<file path="src/rtl/sys_reg_pkg.sv">
// Shared constants for the special-register file: register indices and
// NZCV positions within the top nibble of CPSR.
package sys_reg_pkg;

    localparam logic [2:0] REG_ZR   = 3'd0;
    localparam logic [2:0] REG_R1   = 3'd1;
    localparam logic [2:0] REG_R2   = 3'd2;
    localparam logic [2:0] REG_R3   = 3'd3;
    localparam logic [2:0] REG_SP   = 3'd4;
    localparam logic [2:0] REG_LR   = 3'd5;
    localparam logic [2:0] REG_PC   = 3'd6;
    localparam logic [2:0] REG_CPSR = 3'd7;

    // Offsets inside the 4-bit flag field; CPSR bit = DATA_WIDTH-4+offset.
    localparam int FLAG_N = 3;
    localparam int FLAG_Z = 2;
    localparam int FLAG_C = 1;
    localparam int FLAG_V = 0;

endpackage

</file>
<file path="src/rtl/sys_stack_ptr.sv">
// Stack pointer with push/pop, bounds checking against [SP_LIMIT, SP_RESET]
// and a sticky fault flag that only reset or a direct SP write clears.
module sys_stack_ptr #(
    parameter int unsigned             DATA_WIDTH = 32,
    parameter logic [DATA_WIDTH-1:0]   SP_RESET   = 32'h0000_FFFC,
    parameter logic [DATA_WIDTH-1:0]   SP_LIMIT   = 32'h0000_F000,
    parameter logic [DATA_WIDTH-1:0]   SP_STEP    = 4
) (
    input  logic                  clk,
    input  logic                  rst,
    input  logic                  wr_en,
    input  logic [DATA_WIDTH-1:0] wr_data,
    input  logic                  push,
    input  logic                  pop,
    output logic [DATA_WIDTH-1:0] sp,
    output logic                  fault
);

    logic [DATA_WIDTH-1:0] sp_q, sp_d;
    logic                  fault_q, fault_d;
    logic [DATA_WIDTH:0]   push_ext, pop_ext;
    logic                  push_bad, pop_bad;

    // One extra bit so a wrap past zero or past all-ones is seen as a fault.
    assign push_ext = {1'b0, sp_q} - {1'b0, SP_STEP};
    assign pop_ext  = {1'b0, sp_q} + {1'b0, SP_STEP};
    assign push_bad = push_ext[DATA_WIDTH] || (push_ext[DATA_WIDTH-1:0] < SP_LIMIT);
    assign pop_bad  = pop_ext > {1'b0, SP_RESET};

    always_comb begin
        sp_d    = sp_q;
        fault_d = fault_q;
        if (wr_en) begin
            sp_d    = wr_data;
            fault_d = 1'b0;
        end else if (push && !pop) begin
            if (push_bad) fault_d = 1'b1;
            else          sp_d    = push_ext[DATA_WIDTH-1:0];
        end else if (pop && !push) begin
            if (pop_bad) fault_d = 1'b1;
            else         sp_d    = pop_ext[DATA_WIDTH-1:0];
        end
    end

    always_ff @(posedge clk) begin
        if (rst) begin
            sp_q    <= SP_RESET;
            fault_q <= 1'b0;
        end else begin
            sp_q    <= sp_d;
            fault_q <= fault_d;
        end
    end

    assign sp    = sp_q;
    assign fault = fault_q;

endmodule

</file>
<file path="src/rtl/sys_reg_file.sv">
// Special-register file: ZR, R1-R3, SP, LR, PC, CPSR with fetch, BL link,
// stack and flag channels alongside a generic user read/write port.
module sys_reg_file
    import sys_reg_pkg::*;
#(
    parameter int unsigned             DATA_WIDTH = 32,
    parameter logic [DATA_WIDTH-1:0]   PC_RESET   = 0,
    parameter logic [DATA_WIDTH-1:0]   PC_STEP    = 4,
    parameter logic [DATA_WIDTH-1:0]   SP_RESET   = 32'h0000_FFFC,
    parameter logic [DATA_WIDTH-1:0]   SP_LIMIT   = 32'h0000_F000,
    parameter logic [DATA_WIDTH-1:0]   SP_STEP    = 4
) (
    input  logic                  clk,
    input  logic                  rst,
    input  logic                  usr_wr_en,
    input  logic [2:0]            usr_wr_addr,
    input  logic [DATA_WIDTH-1:0] usr_wr_data,
    input  logic [2:0]            usr_rd_addr,
    output logic [DATA_WIDTH-1:0] usr_rd_data,
    input  logic                  pc_inc,
    input  logic                  pc_ld,
    input  logic [DATA_WIDTH-1:0] pc_ld_data,
    input  logic                  lr_save,
    input  logic                  sp_push,
    input  logic                  sp_pop,
    input  logic                  flags_wr,
    input  logic [3:0]            flags_mask,
    input  logic [3:0]            flags_in,
    output logic [DATA_WIDTH-1:0] pc_out,
    output logic [DATA_WIDTH-1:0] sp_out,
    output logic [DATA_WIDTH-1:0] lr_out,
    output logic [DATA_WIDTH-1:0] cpsr_out,
    output logic                  sp_fault
);

    logic [DATA_WIDTH-1:0] pc_q, pc_d;
    logic [DATA_WIDTH-1:0] lr_q, lr_d;
    logic [DATA_WIDTH-1:0] cpsr_q, cpsr_d;
    logic [DATA_WIDTH-1:0] r1_q, r1_d, r2_q, r2_d, r3_q, r3_d;
    logic [DATA_WIDTH-1:0] sp_val;

    logic wr_r1, wr_r2, wr_r3, wr_sp, wr_lr, wr_pc, wr_cpsr;

    assign wr_r1   = usr_wr_en && (usr_wr_addr == REG_R1);
    assign wr_r2   = usr_wr_en && (usr_wr_addr == REG_R2);
    assign wr_r3   = usr_wr_en && (usr_wr_addr == REG_R3);
    assign wr_sp   = usr_wr_en && (usr_wr_addr == REG_SP);
    assign wr_lr   = usr_wr_en && (usr_wr_addr == REG_LR);
    assign wr_pc   = usr_wr_en && (usr_wr_addr == REG_PC);
    assign wr_cpsr = usr_wr_en && (usr_wr_addr == REG_CPSR);

    sys_stack_ptr #(
        .DATA_WIDTH (DATA_WIDTH),
        .SP_RESET   (SP_RESET),
        .SP_LIMIT   (SP_LIMIT),
        .SP_STEP    (SP_STEP)
    ) u_stack_ptr (
        .clk     (clk),
        .rst     (rst),
        .wr_en   (wr_sp),
        .wr_data (usr_wr_data),
        .push    (sp_push),
        .pop     (sp_pop),
        .sp      (sp_val),
        .fault   (sp_fault)
    );

    always_comb begin
        pc_d   = pc_q;
        lr_d   = lr_q;
        cpsr_d = cpsr_q;
        r1_d   = wr_r1 ? usr_wr_data : r1_q;
        r2_d   = wr_r2 ? usr_wr_data : r2_q;
        r3_d   = wr_r3 ? usr_wr_data : r3_q;

        if (pc_ld)       pc_d = pc_ld_data;
        else if (wr_pc)  pc_d = usr_wr_data;
        else if (pc_inc) pc_d = pc_q + PC_STEP;

        // Link uses the pre-branch PC, captured on the same edge as the load.
        if (pc_ld && lr_save) lr_d = pc_q + PC_STEP;
        else if (wr_lr)       lr_d = usr_wr_data;

        if (wr_cpsr) begin
            cpsr_d = usr_wr_data;
        end else if (flags_wr) begin
            for (int i = 0; i < 4; i++) begin
                if (flags_mask[i]) cpsr_d[DATA_WIDTH-4+i] = flags_in[i];
            end
        end
    end

    always_ff @(posedge clk) begin
        if (rst) begin
            pc_q   <= PC_RESET;
            lr_q   <= '0;
            cpsr_q <= '0;
            r1_q   <= '0;
            r2_q   <= '0;
            r3_q   <= '0;
        end else begin
            pc_q   <= pc_d;
            lr_q   <= lr_d;
            cpsr_q <= cpsr_d;
            r1_q   <= r1_d;
            r2_q   <= r2_d;
            r3_q   <= r3_d;
        end
    end

    always_comb begin
        usr_rd_data = '0;
        case (usr_rd_addr)
            REG_R1:   usr_rd_data = r1_q;
            REG_R2:   usr_rd_data = r2_q;
            REG_R3:   usr_rd_data = r3_q;
            REG_SP:   usr_rd_data = sp_val;
            REG_LR:   usr_rd_data = lr_q;
            REG_PC:   usr_rd_data = pc_q;
            REG_CPSR: usr_rd_data = cpsr_q;
            default:  usr_rd_data = '0;
        endcase
    end

    assign pc_out   = pc_q;
    assign sp_out   = sp_val;
    assign lr_out   = lr_q;
    assign cpsr_out = cpsr_q;

endmodule

</file>
<file path="config.mk">
export PLATFORM = sky130hd
export DESIGN_NAME = sys_reg_file
export DESIGN_NICKNAME = d
export VERILOG_FILES = /design/src/rtl/sys_reg_pkg.sv /design/src/rtl/sys_stack_ptr.sv /design/src/rtl/sys_reg_file.sv
export SDC_FILE = /design/constraint.sdc
export NUM_CORES = 1
export LEC_CHECK = 0
export ABC_AREA = 1
export CORE_MARGIN = 2
export CORE_UTILIZATION = 40
export CTS_BUF_LIST = sky130_fd_sc_hd__clkbuf_8 sky130_fd_sc_hd__clkbuf_16
export CTS_CLUSTER_DIAMETER = 120
export CTS_CLUSTER_SIZE = 40
export DETAILED_ROUTE_END_ITERATION = 8
export GPL_TIMING_DRIVEN = 0
export SYNTH_ARGS = -nofsm -noshare
export SYNTH_HDL_FRONTEND = slang
export SYNTH_HIERARCHICAL = 1
export SYNTH_SLANG_ARGS = --single-unit
</file>
<file path="constraint.sdc">
create_clock -name clk -period 3.25 [get_ports clk]
set_clock_uncertainty 0.1 [all_clocks]
set_input_delay 0.65 -clock clk [delete_from_list [all_inputs] [get_ports clk]]
set_output_delay 0.65 -clock clk [all_outputs]
set_load 0.1 [all_outputs]
</file>
[Yosys cells after proc, flatten, opt, wreduce, memory -nomap -nowiden]
Cells that the tools add are included.
Word-level totals
  register bits: 225
  output and inout port bits: 161
  word-level logic and storage cells: 85
Operators by class
  add/subtract/negate cells: 3
  magnitude comparators: 2
  eq/ne operators: 17
  muxes and demuxes: 21
  reductions and logical operators: 30
Operator list (count)
  2-to-1 mux 32 bit: 10
  one-hot mux 32 bit (7 select lines): 1
  adder 32 x 3 -> 33 bit (second input constant): 1
  > comparator 33 x 16 -> 1 bit (second input constant): 1
  subtractor 32 x 3 -> 33 bit (second input constant): 1
  adder 32 x 3 -> 32 bit (second input constant): 1
  less-than comparator 32 x 16 -> 1 bit (second input constant): 1
  equality test 3 bit (second input constant): 8
  nonzero test 2 bit: 8
  equality test 3 x 2 -> 1 bit (second input constant): 4
  logical AND 1 bit: 10
  2-to-1 mux 1 bit: 8
  2-to-1 mux 4 bit: 2
  AND reduction 2 bit: 4
  equality test 3 x 1 -> 1 bit (second input constant): 2
  != test 3 x 2 -> 1 bit (second input constant): 2
  AND reduction 3 bit: 2
  nonzero test 3 bit: 2
  zero test 1 bit: 2
  != test 2 x 1 -> 1 bit (second input constant): 1
  OR reduction 2 bit: 1
  logical OR 1 bit: 1

[Logic depth before layout (Yosys ltp)]
  word-level depth: 6
  depth in mapped cells: 18
  gate-level depth less buffers: 18

[Modules after synthesis]
Netlist, hierarchy kept.
Modules (own cells, without submodules)
  sys_reg_file: times used 1, cells an instance 1385, area an instance 9561.7 sq um
  sys_stack_ptr: times used 1, cells an instance 740, area an instance 3952.5 sq um

[Worst setup path before layout]
No wires, ideal clock.
  kind: reg-to-output
  start point: reg pc_q[29] (netlist: pc_out[29])
  end point: out usr_rd_data[29]
  arrival: 2.712 ns
  required time: 2.500 ns
  path slack: -0.212 ns
  cell stages (with the launch flop): 3
  path buffers: 0
  path through: dfxtp_1 -> inv_1 -> o2111ai_1
On the way
  longest elaborated chain between the ends: 1
RTL lines
  start, declared: RTL line sys_reg_file.sv:36  | logic [DATA_WIDTH-1:0] pc_q, pc_d;
  start signal, assigned: RTL line sys_reg_file.sv:102  | pc_q <= pc_d;
  one-hot mux 32 bit (7 select lines): RTL line sys_reg_file.sv:113  | case (usr_rd_addr)
  end, declared: RTL line sys_reg_file.sv:19  | output logic [DATA_WIDTH-1:0] usr_rd_data,
Every way passes these cells.

[Worst setup path in the final report]
  start point: in usr_rd_addr[0]
  end point: out usr_rd_data[30]
On the way
  longest elaborated chain between the ends: 2
  elaborated cells between the ends (all ways): 8
RTL lines
  start, declared: RTL line sys_reg_file.sv:18  | input logic [2:0] usr_rd_addr,
  equality test 3 bit (tied with other cells): RTL line sys_reg_file.sv:113
  one-hot mux 32 bit (7 select lines) (*): RTL line sys_reg_file.sv:113
Every way passes the cells marked *; elsewhere a longest branch is shown, timed or not.

==> out/results.txt <==
share of power burned in registers: 0.395
startpoint type of the worst setup path: input port
most area-consuming cells after synthesis: dfxtp_1, nand2_1, a21oi_1
non-filler cells in the finished layout: 2,835
Post-CTS Repair Setup Buffers: 0
Total Wirelength: 75.0 mm
DRT iter0 DRCs: 2,703
Worst path top cell family by delay: buffers and inverters
maximum buffer depth of the clock tree: 3
R2R Path Start: u_stack_ptr/sp[29]$_SDFFE_PP0P_
clock root buffer: clkbuf_16
share of synthesized cell area in and, or, nand and nor gates: 0.324
FF+latch count, synth: 225
xor/xnor cell area share of the yosys netlist: 0.0227
horizontal die dimension: 188 um
proportion of netlist area held by the largest area contributor: 0.333
first-pass GRT wire length: 107 mm
CP arrival: 2510 ps
Hold Path Class: input port to register
highest cell delay on the worst timing path: 320 ps
cells along the critical path: clkdlybuf4s15_1 -> inv_2 -> nand3_4 -> clkinv_4 -> buf_4 -> a22oi_2 -> nand4_1 -> buf_6
remaining global-route overflow: 0
minimum clock period after layout: 3260 ps
FMAX: 307 MHz
share of synthesized area spent on multiplexers: 0.000741
number of core rows: 67
Tcrit/Tclk final: 1.00
Die Height: 188 um
Vias/cell: 6.09
Final GP Congestion: 1.04
cell taking the most area after synthesis: dfxtp_1
area of the mapped netlist: 13,500 um2
sum of net half-perimeters after detailed placement: 58.8 mm
Switching Share: 0.461
outcome: finished with violations
hold buffers post-CTS: 0
CTS H-Tree Depth: 1
number of buffers and inverters on the critical path: 5
worst max-slew margin expressed relative to the limit: 0.306
most common cell in the netlist: nand2_1
YS warnings: 6
cell at the slowest stage of the critical path: clkdlybuf4s15_1
async set or reset register ratio after synthesis: 0
fraction of final layout cells sized beyond drive strength 1: 0.0935
synthesized-area fraction occupied by adder cells: 0.00556
clock share of power: 0.226
kind of critical path: input port to output pin
# IOs: 248
ys flop type: dfxtp_1
number of distinct library cell variants in the gate-level netlist after synthesis: 44
1st-pass router iterations: 6
Worst Path Required: 2500 ps
crit end category: output pin
clock buffers created by TritonCTS: 11
final sum of negative setup slack: -5.65 ps
via count: 17,251
main combinational cell family by area after synthesis: simple AND/OR/NAND/NOR gates
DRC violations left: 0
mean instance size in the synthesized netlist: 6.36 um2
Core ar.: 33,400 um2
multi-input gate area in the final layout: 8030 um2
net switching power of the design: 3730 uW
area fraction in compound gates after synthesis: 0.228
proportion of synthesized chip area in sequential cells: 0.333
DP Cell Count: 2,819
worst-case vdd ir drop: 0.353 mV
violated checks: negative setup slack
largest fanout of any net on the critical path: 10
number of enable-type register cells in the synthesized netlist: 0
clock tree from TritonCTS: done
Slew @ Worst Pin: 1040 ps
max-capacitance violation count: 0
clock network latency to the later pin of the worst-skew pair: 520 ps
Crit. Startpoint: usr_rd_addr[0]
number of nets in the synthesized netlist: 2,218
number of port buffers: 246
die area: 35,300 um2
starting density of the core: 0.405
number of instances in the synthesized netlist: 2,125
Gate power share: 0.379
power per standard cell area: 471 nW/um2
list of most frequent post-synthesis cells: nand2_1, nor2_1, a21oi_1
internal power contribution: 4370 uW
startpoint of the worst hold path: flags_wr
number of endpoints failing setup at the final stage: 1
count of endpoints failing hold in the final timing report: 0
Clock Pin Slew Worst Setup and Hold Paths: 140 ps
nets@finish: 2,476
fill cell count: 3,561
final setup slack of the worst path: -5.65 ps
Total GRT Usage: 0.412
growth of design area from synthesis to finish: 27.1%
maximum number of pins on one net before global-route repair: 41
static leakage power: 0.00702 uW
Routed wire per std cell: 26.4 um
remaining antenna violation count: 0
Clock Sinks: 225
via count of the first global-routing pass: 15,871
number of max-slew violations in the final report: 0
antenna violations before repair: 4
area taken by flip-flops and latches: 4530 um2
## power groups by stage
stage	Combinational [uW]	Clock, uW	Sequential (uW)
floorplan	1210	0	3940
global placement	2950	0	3240
detailed placement	2960	0	3230
CTS	2980	1820	3180
global route	3200	1920	3200
finish	3070	1830	3200
## final timing paths
kind                                     end  slack [ps]  cells after the start
min reg2reg   u_stack_ptr/fault$_SDFFE_PP0P_         360                      2
max reg2reg  u_stack_ptr/sp[12]$_SDFFE_PP1P_         200                     17
max                          usr_rd_data[30]          -6                      8
min                cpsr_out[31]$_SDFFE_PP0P_         340                      4
## sequential cells by signal (all words and copies together) (netlist names)
name               flops
r3_q                  32
r1_q                  32
pc_out                32
u_stack_ptr/sp        32
u_stack_ptr/fault      1
cpsr_out              32
r2_q                  32
lr_out                32
## area by class of cell
cell class	count	area share
multi-input combinational	1622	0.467
sequential	225	0.263
timing repair buffer	246	0.140
buffer	134	0.0413
tap	448	0.0326
inverter	143	0.0319
clock buffer	11	0.0160
clock inverter	5	0.00692
antenna	1	0.000146
## logic make-up after synthesis
group | after synthesis
DFF | 225
and+or+nand+nor | 1020
buffers and inverters | 278
xor gates and xnor gates | 35
adders and majority gates | 6
AOI/OAI and AO/OA | 560
muxes | 1
## what timing repair did
action                                  CTS  global route
endpoints found under the setup margin   47            53
gates cloned                              0             0
gates resized for setup                 269            41
pin swaps                                 3             1
## through the flow
step	util	hold slack, ps	power, uW	setup WS, ps	area [um2]
2_1_floorplan	-	355	5150	86.9	13500
5_1_grt	0.515	377	8320	-11.0	17200
4_1_cts	0.512	353	7980	4.01	17100
6_report	0.515	343	8100	-5.65	17200
3_3_place_gp	0.496	341	6190	-1830	16500
3_5_place_dp	0.496	348	6190	-1850	16500
## worst reg2reg max path, cell delays in order, from the launching register on
cell     delay, ps
dfxtp_1        490
buf_2          320
inv_1          130
nor2_1         120
nand3_1        170
nor2_1         200
nand2_1         80
nand2_1         60
nand2_1        100
nor2_1         170
nand2_1         90
nor2_2         140
nand4_1        180
nand2_4        180
nand2_4        140
buf_6          170
nand2_1         60
nand3_1         70
## routing by layer
| layer | GRT usage | wire length (um) | vias to the layer above |
|---|---|---|---|
| met3 | 0.0926 | 9460 | 233 |
| met1 | 0.568 | 30300 | 8127 |
| met2 | 0.599 | 30400 | 1280 |
| li1 | - | - | 7605 |
| met4 | 0.212 | 4690 | 6 |
| met5 | 0 | 31 | - |
## placed cells by master, fill, tap and decap left out, types with 7 or more instances in the layout
| master | instances |
|---|---|
| a31oi_1 | 12 |
| a221oi_2 | 8 |
| clkbuf_16 | 11 |
| xnor2_1 | 9 |
| a22oi_1 | 26 |
| nor2_4 | 16 |
| nand4_1 | 37 |
| clkbuf_1 | 59 |
| dfxtp_2 | 11 |
| a22o_1 | 8 |
| dfxtp_1 | 212 |
| buf_2 | 32 |
| o21ai_0 | 219 |
| inv_2 | 8 |
| nor2_1 | 257 |
| o211ai_1 | 12 |
| buf_6 | 9 |
| xor2_1 | 26 |
| nand3_1 | 121 |
| clkdlybuf4s50_1 | 211 |
| a21oi_1 | 233 |
| nand2_1 | 527 |
| inv_1 | 131 |
| nor2_2 | 19 |
| nand3b_1 | 7 |
| a221oi_1 | 22 |
| clkbuf_4 | 15 |
| buf_4 | 42 |
No activity file was read; power rests on OpenSTA's default activity.
